**config.mk**
```make
export PLATFORM = sky130hd
export DESIGN_NAME = instruction_fetch
export DESIGN_NICKNAME = d
export VERILOG_FILES = /design/src/rtl/mips_pkg.sv /design/src/rtl/if_id_reg.sv /design/src/rtl/instruction_fetch.sv
export SDC_FILE = /design/constraint.sdc
export NUM_CORES = 1
export LEC_CHECK = 0
export BUFFER_PORTS_ARGS = -buffer_cell sky130_fd_sc_hd__clkbuf_2
export CORE_UTILIZATION = 48
export CTS_BUF_LIST = sky130_fd_sc_hd__clkbuf_16
export DETAILED_ROUTE_END_ITERATION = 6
export PLACE_DENSITY_LB_ADDON = 0.1
export SLEW_MARGIN = 20
export SYNTH_ARGS = -nofsm -noshare
export SYNTH_HDL_FRONTEND = slang
export SYNTH_SLANG_ARGS = --single-unit
```
**constraint.sdc**
```tcl
create_clock -name clk -period 2.01 [get_ports clk]
set_input_delay 0.201 -clock clk [delete_from_list [all_inputs] [get_ports clk]]
set_output_delay 0.201 -clock clk [all_outputs]
set_load 0.03 [all_outputs]
```
**src/rtl/mips_pkg.sv**
```systemverilog
// Shared definitions for the MIPS pipeline front end: fetch FSM encoding,
// reset vector default and instruction width.
package mips_pkg;

    localparam int          INSTR_WIDTH      = 32;
    localparam logic [31:0] DEFAULT_RESET_PC = 32'h0000_0000;

    typedef enum logic [1:0] {
        ST_ISSUE  = 2'd0,
        ST_WAIT   = 2'd1,
        ST_HOLD   = 2'd2,
        ST_SQUASH = 2'd3
    } fetch_state_t;

endpackage

```
**src/rtl/if_id_reg.sv**
```systemverilog
// Pipeline register between fetch and decode. Flush beats hold, hold beats load,
// and an idle cycle inserts a bubble while keeping the payload fields.
module if_id_reg
    import mips_pkg::*;
(
    input  logic                   clk,
    input  logic                   rst_n,
    input  logic                   i_load,
    input  logic                   i_flush,
    input  logic                   i_hold,
    input  logic [INSTR_WIDTH-1:0] i_instr,
    input  logic [31:0]            i_pc,
    input  logic [31:0]            i_pc_plus4,
    output logic                   o_valid,
    output logic [INSTR_WIDTH-1:0] o_instr,
    output logic [31:0]            o_pc,
    output logic [31:0]            o_pc_plus4
);

    logic                   r_valid;
    logic [INSTR_WIDTH-1:0] r_instr;
    logic [31:0]            r_pc;
    logic [31:0]            r_pc_plus4;

    always_ff @(posedge clk or negedge rst_n) begin
        if (!rst_n) begin
            r_valid    <= 1'b0;
            r_instr    <= '0;
            r_pc       <= '0;
            r_pc_plus4 <= '0;
        end else if (i_flush) begin
            r_valid <= 1'b0;
        end else if (i_hold) begin
            r_valid <= r_valid;
        end else if (i_load) begin
            r_valid    <= 1'b1;
            r_instr    <= i_instr;
            r_pc       <= i_pc;
            r_pc_plus4 <= i_pc_plus4;
        end else begin
            r_valid <= 1'b0;
        end
    end

    assign o_valid    = r_valid;
    assign o_instr    = r_instr;
    assign o_pc       = r_pc;
    assign o_pc_plus4 = r_pc_plus4;

endmodule

```
**src/rtl/instruction_fetch.sv**
```systemverilog
// MIPS IF stage: owns the PC, keeps at most one instruction-memory request in
// flight, parks a response in a hold buffer during decode stalls, and squashes wrong-path fetches.
module instruction_fetch
    import mips_pkg::*;
#(
    parameter logic [31:0] RESET_PC = DEFAULT_RESET_PC,
    parameter logic [31:0] PC_STEP  = 32'd4
) (
    input  logic                   clk,
    input  logic                   rst_n,
    output logic                   imemReq,
    output logic [31:0]            imemAddr,
    input  logic                   imemValid,
    input  logic [INSTR_WIDTH-1:0] imemData,
    input  logic                   stall,
    input  logic                   redirect,
    input  logic [31:0]            redirectPc,
    output logic                   ifIdValid,
    output logic [INSTR_WIDTH-1:0] ifIdInstr,
    output logic [31:0]            ifIdPc,
    output logic [31:0]            ifIdPcPlus4
);

    fetch_state_t           r_state;
    logic [31:0]            r_pc;
    logic [INSTR_WIDTH-1:0] r_hold_data;

    logic [31:0]            w_pc_seq;
    logic                   w_new_instr;
    logic [INSTR_WIDTH-1:0] w_new_data;

    assign w_pc_seq    = r_pc + PC_STEP;
    assign w_new_instr = ((r_state == ST_WAIT) && imemValid) || (r_state == ST_HOLD);
    assign w_new_data  = (r_state == ST_HOLD) ? r_hold_data : imemData;

    // State comes up as ISSUE during reset, so the request is gated by rst_n itself.
    assign imemReq  = rst_n && (r_state == ST_ISSUE) && !redirect;
    assign imemAddr = r_pc;

    always_ff @(posedge clk or negedge rst_n) begin
        if (!rst_n) begin
            r_state     <= ST_ISSUE;
            r_pc        <= RESET_PC;
            r_hold_data <= '0;
        end else begin
            case (r_state)
                ST_ISSUE: begin
                    if (redirect) r_pc <= redirectPc;
                    else          r_state <= ST_WAIT;
                end
                ST_WAIT: begin
                    if (redirect) begin
                        r_pc    <= redirectPc;
                        r_state <= imemValid ? ST_ISSUE : ST_SQUASH;
                    end else if (imemValid) begin
                        if (stall) begin
                            r_hold_data <= imemData;
                            r_state     <= ST_HOLD;
                        end else begin
                            r_pc    <= w_pc_seq;
                            r_state <= ST_ISSUE;
                        end
                    end
                end
                ST_HOLD: begin
                    if (redirect) begin
                        r_pc    <= redirectPc;
                        r_state <= ST_ISSUE;
                    end else if (!stall) begin
                        r_pc    <= w_pc_seq;
                        r_state <= ST_ISSUE;
                    end
                end
                default: begin
                    // Wrong-path response still owed by memory: swallow it.
                    if (redirect)  r_pc    <= redirectPc;
                    if (imemValid) r_state <= ST_ISSUE;
                end
            endcase
        end
    end

    if_id_reg u_if_id (
        .clk        (clk),
        .rst_n      (rst_n),
        .i_load     (w_new_instr),
        .i_flush    (redirect),
        .i_hold     (stall),
        .i_instr    (w_new_data),
        .i_pc       (r_pc),
        .i_pc_plus4 (w_pc_seq),
        .o_valid    (ifIdValid),
        .o_instr    (ifIdInstr),
        .o_pc       (ifIdPc),
        .o_pc_plus4 (ifIdPcPlus4)
    );

endmodule

```
; After elaboration in Yosys (flattened, before gate mapping)
; Cells that the tools add are included.
[word_totals]
regBits = 163
in_bits = 69
word_cells = 47
[op_classes]
add_sub_neg = 1
n_eq_ne = 6
n_mux = 19
bitwise = 2
reduce_logical = 12
[ops]
columns = op, count
row1 = 32-bit 2-to-1 mux, 6
row2 = 32-bit case mux with 2 select lines, 1
row3 = 32-bit by 3-bit adder with 32-bit output (second input constant), 1
row4 = 2-bit 2-to-1 mux, 8
row5 = 4-bit AND reduction, 2
row6 = 3-bit != test (second input constant), 2
row7 = 2-bit case mux with 3 select lines, 1
row8 = 4-bit nonzero test, 1
row9 = 1-bit logical AND, 3
row10 = 1-bit 2-to-1 mux, 3
row11 = 3-bit AND reduction, 1
row12 = 3-bit nonzero test, 1
row13 = 2-bit by 1-bit == test with 1-bit output (second input constant), 1
row14 = 2-bit == test (second input constant), 1
row15 = 2-bit logical NOT, 1
row16 = 2-bit by 1-bit != test with 1-bit output (second input constant), 1
row17 = 2-bit != test (second input constant), 1
row18 = 1-bit inverter, 2
row19 = 2-bit AND reduction, 1
row20 = 1-bit logical NOT, 1
row21 = 1-bit logical OR, 1

; Longest topological paths before layout
; Gate-level depths: netlist of the first run.
[depth]
ltp_word = 6
mapped_depth = 9
depth_no_buf = 7

; Modules after synthesis
; From an unflattened synthesis of the first run, not the netlist that was laid out.
[hier_totals]
hier_cells = 603
hier_area_um2 = 7663.6
[modules_own_cells]
columns = mod, instances, cells_each, area_per_inst_um2
row1 = instruction_fetch, 1, 397, 4051.4
row2 = if_id_reg, 1, 206, 3612.2

; Least setup slack after synthesis of the first run
; OpenSTA, ideal clock, no wires.
[synth_timing]
path_type = register -> register
start = register r_pc[2] (netlist: imemAddr[2])
end = register r_pc[12] (netlist: imemAddr[12])
setup_time_ps = 127
arrival_time_ps = 1905
required_ps = 1883
path_slack_ps = -22
path_stages_with_launch = 8
period_less_slack_ps = 2032
cell_sequence = dfrtp_1 -> ha_1 -> nand3_2 -> nor2_1 -> buf_2 -> nand3_1 -> o22ai_1 -> o2bb2a_1
[synth_between]
elab_chain_cells = 5
[synth_lines]
columns = item, line_no
row1 = start: declaration, instruction_fetch.sv:25  ; logic [31:0] r_pc;
row2 = start signal: assignment, instruction_fetch.sv:48  ; if (redirect) r_pc <= redirectPc;
row3 = start signal: assignment, instruction_fetch.sv:53  ; r_pc <= redirectPc;
row4 = start signal: assignment, instruction_fetch.sv:60  ; r_pc <= w_pc_seq;
row5 = 32-bit by 3-bit adder with 32-bit output *, instruction_fetch.sv:32  ; assign w_pc_seq = r_pc + PC_STEP;
row6 = 32-bit 2-to-1 mux *, "instruction_fetch.sv:56, instruction_fetch.sv:69"
row7 = 32-bit 2-to-1 mux, instruction_fetch.sv:55  ; end else if (imemValid) begin
row8 = 32-bit 2-to-1 mux, instruction_fetch.sv:52  ; if (redirect) begin
row9 = 32-bit case mux with 2 select lines *, instruction_fetch.sv:46  ; case (r_state)
; Every way passes the cells marked *; elsewhere a longest branch is shown, timed or not. The select of a mux whose other input is x is not followed.
; A chain may end at the register's enable or synchronous reset.

; Final worst setup path of the first run
[layout_timing]
start = register r_state[1]
end = register r_pc[22] (netlist: imemAddr[22])
[layout_between]
elab_chain_cells = 3
[layout_lines]
columns = item, line_no
row1 = start: declaration, instruction_fetch.sv:24  ; fetch_state_t r_state;
row2 = start signal: assignment, instruction_fetch.sv:54  ; r_state <= imemValid ? ST_ISSUE : ST_SQUASH;
row3 = 2-bit by 1-bit == test with 1-bit output / 2-bit == test (equally long branches), instruction_fetch.sv:46
row4 = 3-bit != test (no line) / 3-bit nonzero test (equally long branches), --
row5 = 2-bit AND reduction (no line), --
; Several ways; a longest one is shown, not always the timed one.

==> out/results.txt, run 1 <==
Fillers: 1255
H-Tree Level Count: 4
Arr. time, crit path: 2270 ps
First-pass GRT wire length: 29.51 mm
Initial DRC Count: 322
Worst hold start: redirectPc[1]
Worst r2r path cells: 7
Tcrit/Tclk final: 97.61%
Final Critical Period: 1962 ps
Crit path kind: reg2reg
Switching fraction of total power: 44.23%
Post-synthesis register bit count: 161
Starting Density: 49.02%
Fin area: 0.009555 mm2
Post-Syn Nets: 752
Peak Freq: 0.5097 GHz
R2r setup slk: 50 ps
IO Pins: 199
Layout cells sized above 1: 39.93%
Int Pwr: 9.725 mW
Setup violations, final: 0
DR vias/cell: 5.435
Worst skew pair latency: 430 ps
Final ANT Viol Nets: 0
Clock share of power: 18.7%
Reg2Reg Launch Point: r_state[1]$_DFFE_PN0P_
CP Launch Type: flop
Gr usage total: 23.47%
Number of port buffers: 198
Max VDD drop: 0.0009901 V
Power per cell area: 1825 mW/mm2
PnR worst setup slack: 47.98 ps
Min-Delay Path Class: in2reg
CP Data Required Time: 2320 ps
WL final: 18.24 mm
Residual DRC: 0
CP Capture Type: flop
Worst-path clk slew: 60 ps
Dpl hpwl: 12.80 mm
Gr ovfl total: 0
DIE WIDTH: 126.6 um
Final #Nets: 965
Post-synth EDFFs: 0
Fin. max-slew vios: 0
Unrepaired setup endpoints after global routing: false
Leading post-synthesis cells by cell area: dfrtp_1 54%, mux2_2 10%, o21ai_0 5.1%
Worst slack, placed: -20.43 ps
Chip Height: 126.6 um
Top-count cell post-synth: dfrtp_1
Gate Count Post-Synth: 679
Distinct cells, synth: 51
Post-synth top flop: dfrtp_1
Via Count: 5935
Placed Instance Area: 0.008910 mm2
Area leader, netlist: dfrtp_1
CP max FO: 8
ANT cells: 0
Initial antenna violation count: 0
Clock buffer depth: 2
Largest net degree at the start of global routing: 60
Synthesis Warnings: 0
Slew headroom: 55.30%
Gpl congestion: 0.8282
Final total negative setup slack: 0 ps
First-pass DRT Iterations: 5
Hold Crit Endpoint: imemAddr[1]$_DFFE_PN0P_
Routed length per instance: 16.70 um
Status: complete, no violations
Root Buffer: clkbuf_16
Synth cell count leaders: 161 x dfrtp_1, 96 x nand2_1, 76 x o21ai_0
Final hold vios: 0
Reg-to-reg endpoint: imemAddr[22]$_DFFE_PN0P_
Max-cap violations: 0
Seq/Total Area, Yosys: 54.06%
Comb power frac: 47.4%
Num CTS Buffers: 17
Reg power frac: 33.9%
Cell Rows: 45
Switch Pwr: 7.714 mW
Vias in the first global route: 5771
Worst Clk Skew: 14.32 ps
CTS tree: done
Async SR Flop Fraction: 100.0%
Tightest Pin Transition: 670.5 ps
Hold Path Stages: 2
Die footprint: 0.01603 mm2
Mapped Avg Cell Area: 10.98 um2
Core area: 0.01520 mm2
Synth top area share: 54.06%
Mapped Area: 0.007452 mm2
Area Overhead vs Synth: 28.22%
Num Clock Sinks: 161
Static leakage: 4.523 nW
layer usage:
metal	wire [um]	part of all wire (%)	global-route usage, %
met1	8044	44	30.01
met5	0	0	0
met3	851	4.7	5.441
met4	186	1.0	7.867
met2	9159	50	39.39
layout by cell type, fill, tap and decap left out, types with 4 or more instances in the layout:
master,synthesis,routed
o21ai_0,76,76
o311ai_0,5,4
nor4_1,4,4
nand4_1,9,9
buf_4,4,38
clkbuf_16,0,17
a22oi_1,6,6
mux2i_1,33,33
o22a_1,4,4
o22ai_1,8,8
a21oi_1,25,24
clkbuf_2,2,197
dfrtp_1,161,160
mux2_2,69,68
and3_1,9,9
nor2_1,21,21
nand3_1,17,17
xor2_1,22,22
nor3_1,5,5
xnor2_1,6,6
buf_12,0,8
nand2_1,96,96
worst max-delay path by stage:
| stage | depth (start not counted) | start | slack [ps] | endpoint |
|---|---|---|---|---|
| after floorplan | 7 | imemAddr[3]$_DFFE_PN0P_ | 3 | imemAddr[12]$_DFFE_PN0P_ |
| after global placement | 7 | r_state[1]$_DFFE_PN0P_ | 60 | imemAddr[22]$_DFFE_PN0P_ |
| after detailed placement | 7 | r_state[1]$_DFFE_PN0P_ | -20 | imemAddr[22]$_DFFE_PN0P_ |
| after CTS | 7 | r_state[1]$_DFFE_PN0P_ | 10 | imemAddr[22]$_DFFE_PN0P_ |
| after global routing | 7 | r_state[1]$_DFFE_PN0P_ | 5 | imemAddr[22]$_DFFE_PN0P_ |
| final | 7 | r_state[1]$_DFFE_PN0P_ | 50 | imemAddr[22]$_DFFE_PN0P_ |
registers in the layout, summed over array words and instances (netlist names):
| name | count |
|---|---|
| u_if_id.o_pc | 30 |
| u_if_id.o_valid | 1 |
| r_hold_data | 32 |
| r_state | 2 |
| u_if_id.o_pc_plus4 | 32 |
| imemAddr | 32 |
| u_if_id.o_instr | 32 |
power groups by stage:
| stage | combinational (mW) | sequential (mW) | clock, mW |
|---|---|---|---|
| after floorplan | 3.26 | 8.19 | 0 |
| after global placement | 8.08 | 5.87 | 0 |
| after detailed placement | 8.26 | 5.97 | 0 |
| after CTS | 8.30 | 5.92 | 3.34 |
| after global routing | 8.87 | 6.11 | 3.47 |
| final | 8.26 | 5.92 | 3.26 |
area by class of cell:
cell class	count	area (um2)	area share [%]
Sequential cell	161	4030	42.18
Multi-Input combinational cell	462	3214	33.64
Timing Repair Buffer	247	1473	15.41
Inverter	3	11.26	0.1178
Clock buffer	17	425.4	4.452
Tap cell	188	235.2	2.462
Clock inverter	14	166.4	1.742
per-stage QoR:
step                      hold WS, ps  power, mW  instances  util (%)
after global placement          75.00      13.95       1058     58.61
final                           9.173      17.44       1092     62.86
after global routing            14.00      18.45       1092     62.86
after floorplan                -94.59      11.45        679         -
after detailed placement        75.16      14.22       1058     58.61
after CTS                     0.04952      17.55       1092     62.75
critical path, stage by stage (launching register included):
cell     delay [ps]
dfrtp_1         400
inv_1            90
ha_2            220
mux2_4          340
a21oi_4         210
nor2_1           60
buf_4           170
a221o_1         360
logic make-up after synthesis:
kind of cell | Yosys count | synth area share (%)
DFF | 161 | 54.06
AOI/OAI and AO/OA | 147 | 11.65
adders and majority gates | 4 | 0.6716
muxes | 102 | 14.86
buffers and inverters | 56 | 3.459
xor gates and xnor gates | 28 | 3.291
and+or+nand+nor | 181 | 12.00
timing repair:
action                                  4_1_cts  5_1_grt
cloned                                        0        0
endpoints found under the setup margin        1        8
setup buffers                                 0        0
endpoints found under the hold margin        61        0
hold buffers                                  3        0
gates resized for setup                       1        5
pin swaps                                     0        1
(Power assumes the default switching activity.)
==> run 2, diff against run 1 <==
SYNTH_HIERARCHICAL = 1   (was default)
==> run 2 against run 1 <==
Net effect: die area increased by 2.8%; fmax up 1.5%; core utilization up 1.5 points; non-clock buffer count is the same; combinational power up 11%; critical endpoint is now u_if_id/o_pc_plus4[29]$_DFFE_PN0P_; largest power group unchanged; highest routed layer unchanged.
==> out/results.txt, run 2 <==
Root Buffer: clkbuf_16
Chip Height: 128.4 um (+1.4%)
Most frequent cells in the layout: 197 x clkbuf_2, 145 x dfrtp_1, 122 x mux2_2
Mapped Area: 0.007664 mm2 (+2.8%)
Final hold vios: 0 (unchanged)
Met3 wire len: 1.053 mm (+24%)
Post-synthesis register bit count: 163 (+1.2%)
Mapped Avg Cell Area: 12.71 um2 (+16%)
Number of port buffers: 198 (unchanged)
R2r setup slk: 80 ps (+30 ps)
CP Data Required Time: 2310 ps (about the same)
WL met1: 7.705 mm (-4.2%)
Starting Density: 49.86% (+0.84 points)
Num CTS Buffers: 17 (unchanged)
Post-synth top flop: dfrtp_1
Placed Instance Area: 0.009223 mm2 (+3.5%)
Status: complete, no violations
Leading post-synthesis cells by cell area: dfrtp_1 53%, mux2_2 18%, mux2_1 5.9%
Top-count cell post-synth: dfrtp_1
Final core utilization: 64.31% (+1.5 points)
Setup violations, final: 0 (unchanged)
Fin area: 0.009884 mm2 (+3.4%)
Fin. max-slew vios: 0 (unchanged)
Fillers: 1228 (-2.2%)
Max Used Layer: met4
Largest net degree at the start of global routing: 97 (+62%)
Core area: 0.01537 mm2 (+1.1%)
Reg power frac: 32.2% (-1.7 points)
Die footprint: 0.01648 mm2 (+2.8%)
Switch Pwr: 7.815 mW (+1.3%)
Peak Freq: 0.5175 GHz (+1.5%)
Worst Clk Skew: 6.655 ps (-7.662 ps)
Max VDD drop: 0.001032 V (+4.2%)
Unrepaired setup endpoints after global routing: false
Post-synth EDFFs: 0 (unchanged)
Clock share of power: 18.2% (-0.5 points)
Crit path kind: reg2reg
Routed length per instance: 16.74 um (+0.24%)
Tightest Pin Transition: 532.8 ps (-137.8 ps)
Worst skew pair latency: 420 ps (about the same)
Dpl hpwl: 12.69 mm (-0.92%)
Critical-path cell list: inv_2 > ha_2 > a21o_1 > nor3b_4 > buf_4 > buf_12 > mux2_2
Final total negative setup slack: 0 ps (unchanged)
Hold Path Stages: 2 (unchanged)
ANT cells: 0 (unchanged)
Synth top area share: 53.22% (-0.84 points)
Int Pwr: 10.64 mW (+9.4%)
Seq/Total Area, Yosys: 53.22% (-0.84 points)
Worst-path clk slew: 60 ps (about the same)
Reg2Reg Launch Point: r_state[0]$_DFFE_PN0P_
Min-Delay Path Class: in2reg
Gate Count Post-Synth: 603 (-11%)
CP Capture Type: flop
First-pass DRT Iterations: 4 (-1)
Power per cell area: 1867 mW/mm2 (+2.3%)
First-pass GRT wire length: 28.37 mm (-3.9%)
Switching fraction of total power: 42.34% (-1.9 points)
CTS tree: done
Synth cell count leaders: 163 x dfrtp_1, 123 x mux2_2, 40 x mux2_1
Max-cap violations: 0 (unchanged)
CP Launch Type: flop
DR vias/cell: 5.300 (-2.5%)
CP max FO: 26 (+18)
H-Tree Level Count: 4 (unchanged)
Buf/Inv on CP: 3 (+1)
DIE WIDTH: 128.4 um (+1.4%)
Cell Rows: 45 (unchanged)
Layout cells sized above 1: 51.54% (+12 points)
Top cell family by delay on the critical path: buffers and inverters
Routed wl met2: 8.575 mm (-6.4%)
WL final: 17.63 mm (-3.3%)
Synthesis Warnings: 6 (+6)
Final Critical Period: 1932 ps (-29.74 ps)
Placed cells: 1019 (-3.7%)
Post-Syn Nets: 676 (-10%)
Clock buffer depth: 2 (unchanged)
Distinct cells, synth: 55 (+7.8%)
Reg-to-reg endpoint: u_if_id/o_pc_plus4[29]$_DFFE_PN0P_
Tcrit/Tclk final: 96.13% (-1.5 points)
Num Clock Sinks: 163 (+1.2%)
Initial antenna violation count: 0 (unchanged)
Gr usage total: 22.24% (-1.2 points)
Area Overhead vs Synth: 28.98%
Commonest non-fill, non-tap cell in the layout: clkbuf_2
Worst hold start: redirectPc[1]
Hold Slack: 21.36 ps (+12.18 ps)
Crit-path max cell delay: 440 ps (+40 ps)
Worst path slowest cell: dfrtp_2
Slew headroom: 64.48% (+9.2 points)
Static leakage: 4.482 nW (-0.92%)
Via Count: 5581 (-6.0%)
Fin cells: 1053 (-3.6%)
IO Pins: 199 (unchanged)
Final ANT Viol Nets: 0 (unchanged)
Residual DRC: 0 (unchanged)
Final #Nets: 902 (-6.5%)
Async SR Flop Fraction: 100.0% (unchanged)
Worst setup path start: r_state[0]$_DFFE_PN0P_
Initial DRC Count: 260 (-19%)
Area leader, netlist: dfrtp_1
Worst r2r path cells: 7 (unchanged)
Gr ovfl total: 0 (unchanged)
Comb power frac: 49.6% (+2.2 points)
Gpl congestion: 0.8158 (-1.5%)
Hold Crit Endpoint: imemAddr[1]$_DFFE_PN0P_
Vias in the first global route: 5677 (-1.6%)
Arr. time, crit path: 2230 ps (-40 ps)
[run 2: kinds of logic (layout without fill, tap and decap cells)]
kind of cell	after synthesis	count (layout)	share of synthesized area [%]
AOI/OAI and AO/OA	96	96	8.425
xor gates and xnor gates	28	28	3.200
adders and majority gates	4	4	0.6531
buffers and inverters	45	284	2.971
DFF	163	163	53.22
muxes	165	165	24.21
and+or+nand+nor	102	102	7.314
[run 2: routing by layer]
metal  vias up  GRT usage, %
met5         -             0
met4         0         8.789
met3        23         6.071
met2       163         36.38
met1      2746         28.14
li1       2649             -
[run 2: power by group through the flow]
| stage | Sequential [mW] | Clock [mW] | Combinational (mW) |
|---|---|---|---|
| 4_1_cts | 5.96 | 3.44 | 9.20 |
| 6_report | 5.95 | 3.36 | 9.15 |
| 3_5_place_dp | 6.00 | 0 | 9.15 |
| 5_1_grt | 6.18 | 3.58 | 9.79 |
| 2_1_floorplan | 8.59 | 0 | 3.56 |
| 3_3_place_gp | 5.89 | 0 | 9.01 |
[run 2: area by class of cell]
class	count	area (um2)	share of cell area (%)
inverters	5	18.77	0.1899
repair buffers	247	1470	14.87
clock inverters	15	191.4	1.937
multi-input cells	395	3413	34.53
well taps	211	264.0	2.671
clock buffers	17	425.4	4.304
flip-flops and latches	163	4101	41.49
[run 2: how the worst max path moves through the flow]
stage                     slack (ps)  cells after the start                                 end
after detailed placement          -3                      7            imemAddr[26]$_DFFE_PN0P_
after global routing              20                      7            imemAddr[22]$_DFFE_PN0P_
after floorplan                    7                      9        u_if_id/o_pc[19]$_DFFE_PN0P_
after CTS                         30                      7            imemAddr[26]$_DFFE_PN0P_
after global placement            50                      7            imemAddr[26]$_DFFE_PN0P_
final                             80                      7  u_if_id/o_pc_plus4[29]$_DFFE_PN0P_
[run 2: stage by stage]
stage	power (mW)	setup slack [ps]
2_1_floorplan	12.15	7.136
3_3_place_gp	14.90	49.24
3_5_place_dp	15.16	-2.678
4_1_cts	18.60	30.90
5_1_grt	19.55	15.15
6_report	18.46	77.71
[run 2: worst register-to-register path, cell delays in order, from the launching register on]
cell     delay [ps]
dfrtp_2         440
inv_2            70
ha_2            210
a21o_1          120
nor3b_4         200
buf_4           200
buf_12          200
mux2_2          380
[run 2: what timing repair did]
action	in CTS	in global routing
hold buffers	2	0
hold endpoints to repair	41	0
gates resized for setup	2	6
setup endpoints to repair	1	11
pin swaps	0	2
buffers inserted	0	0
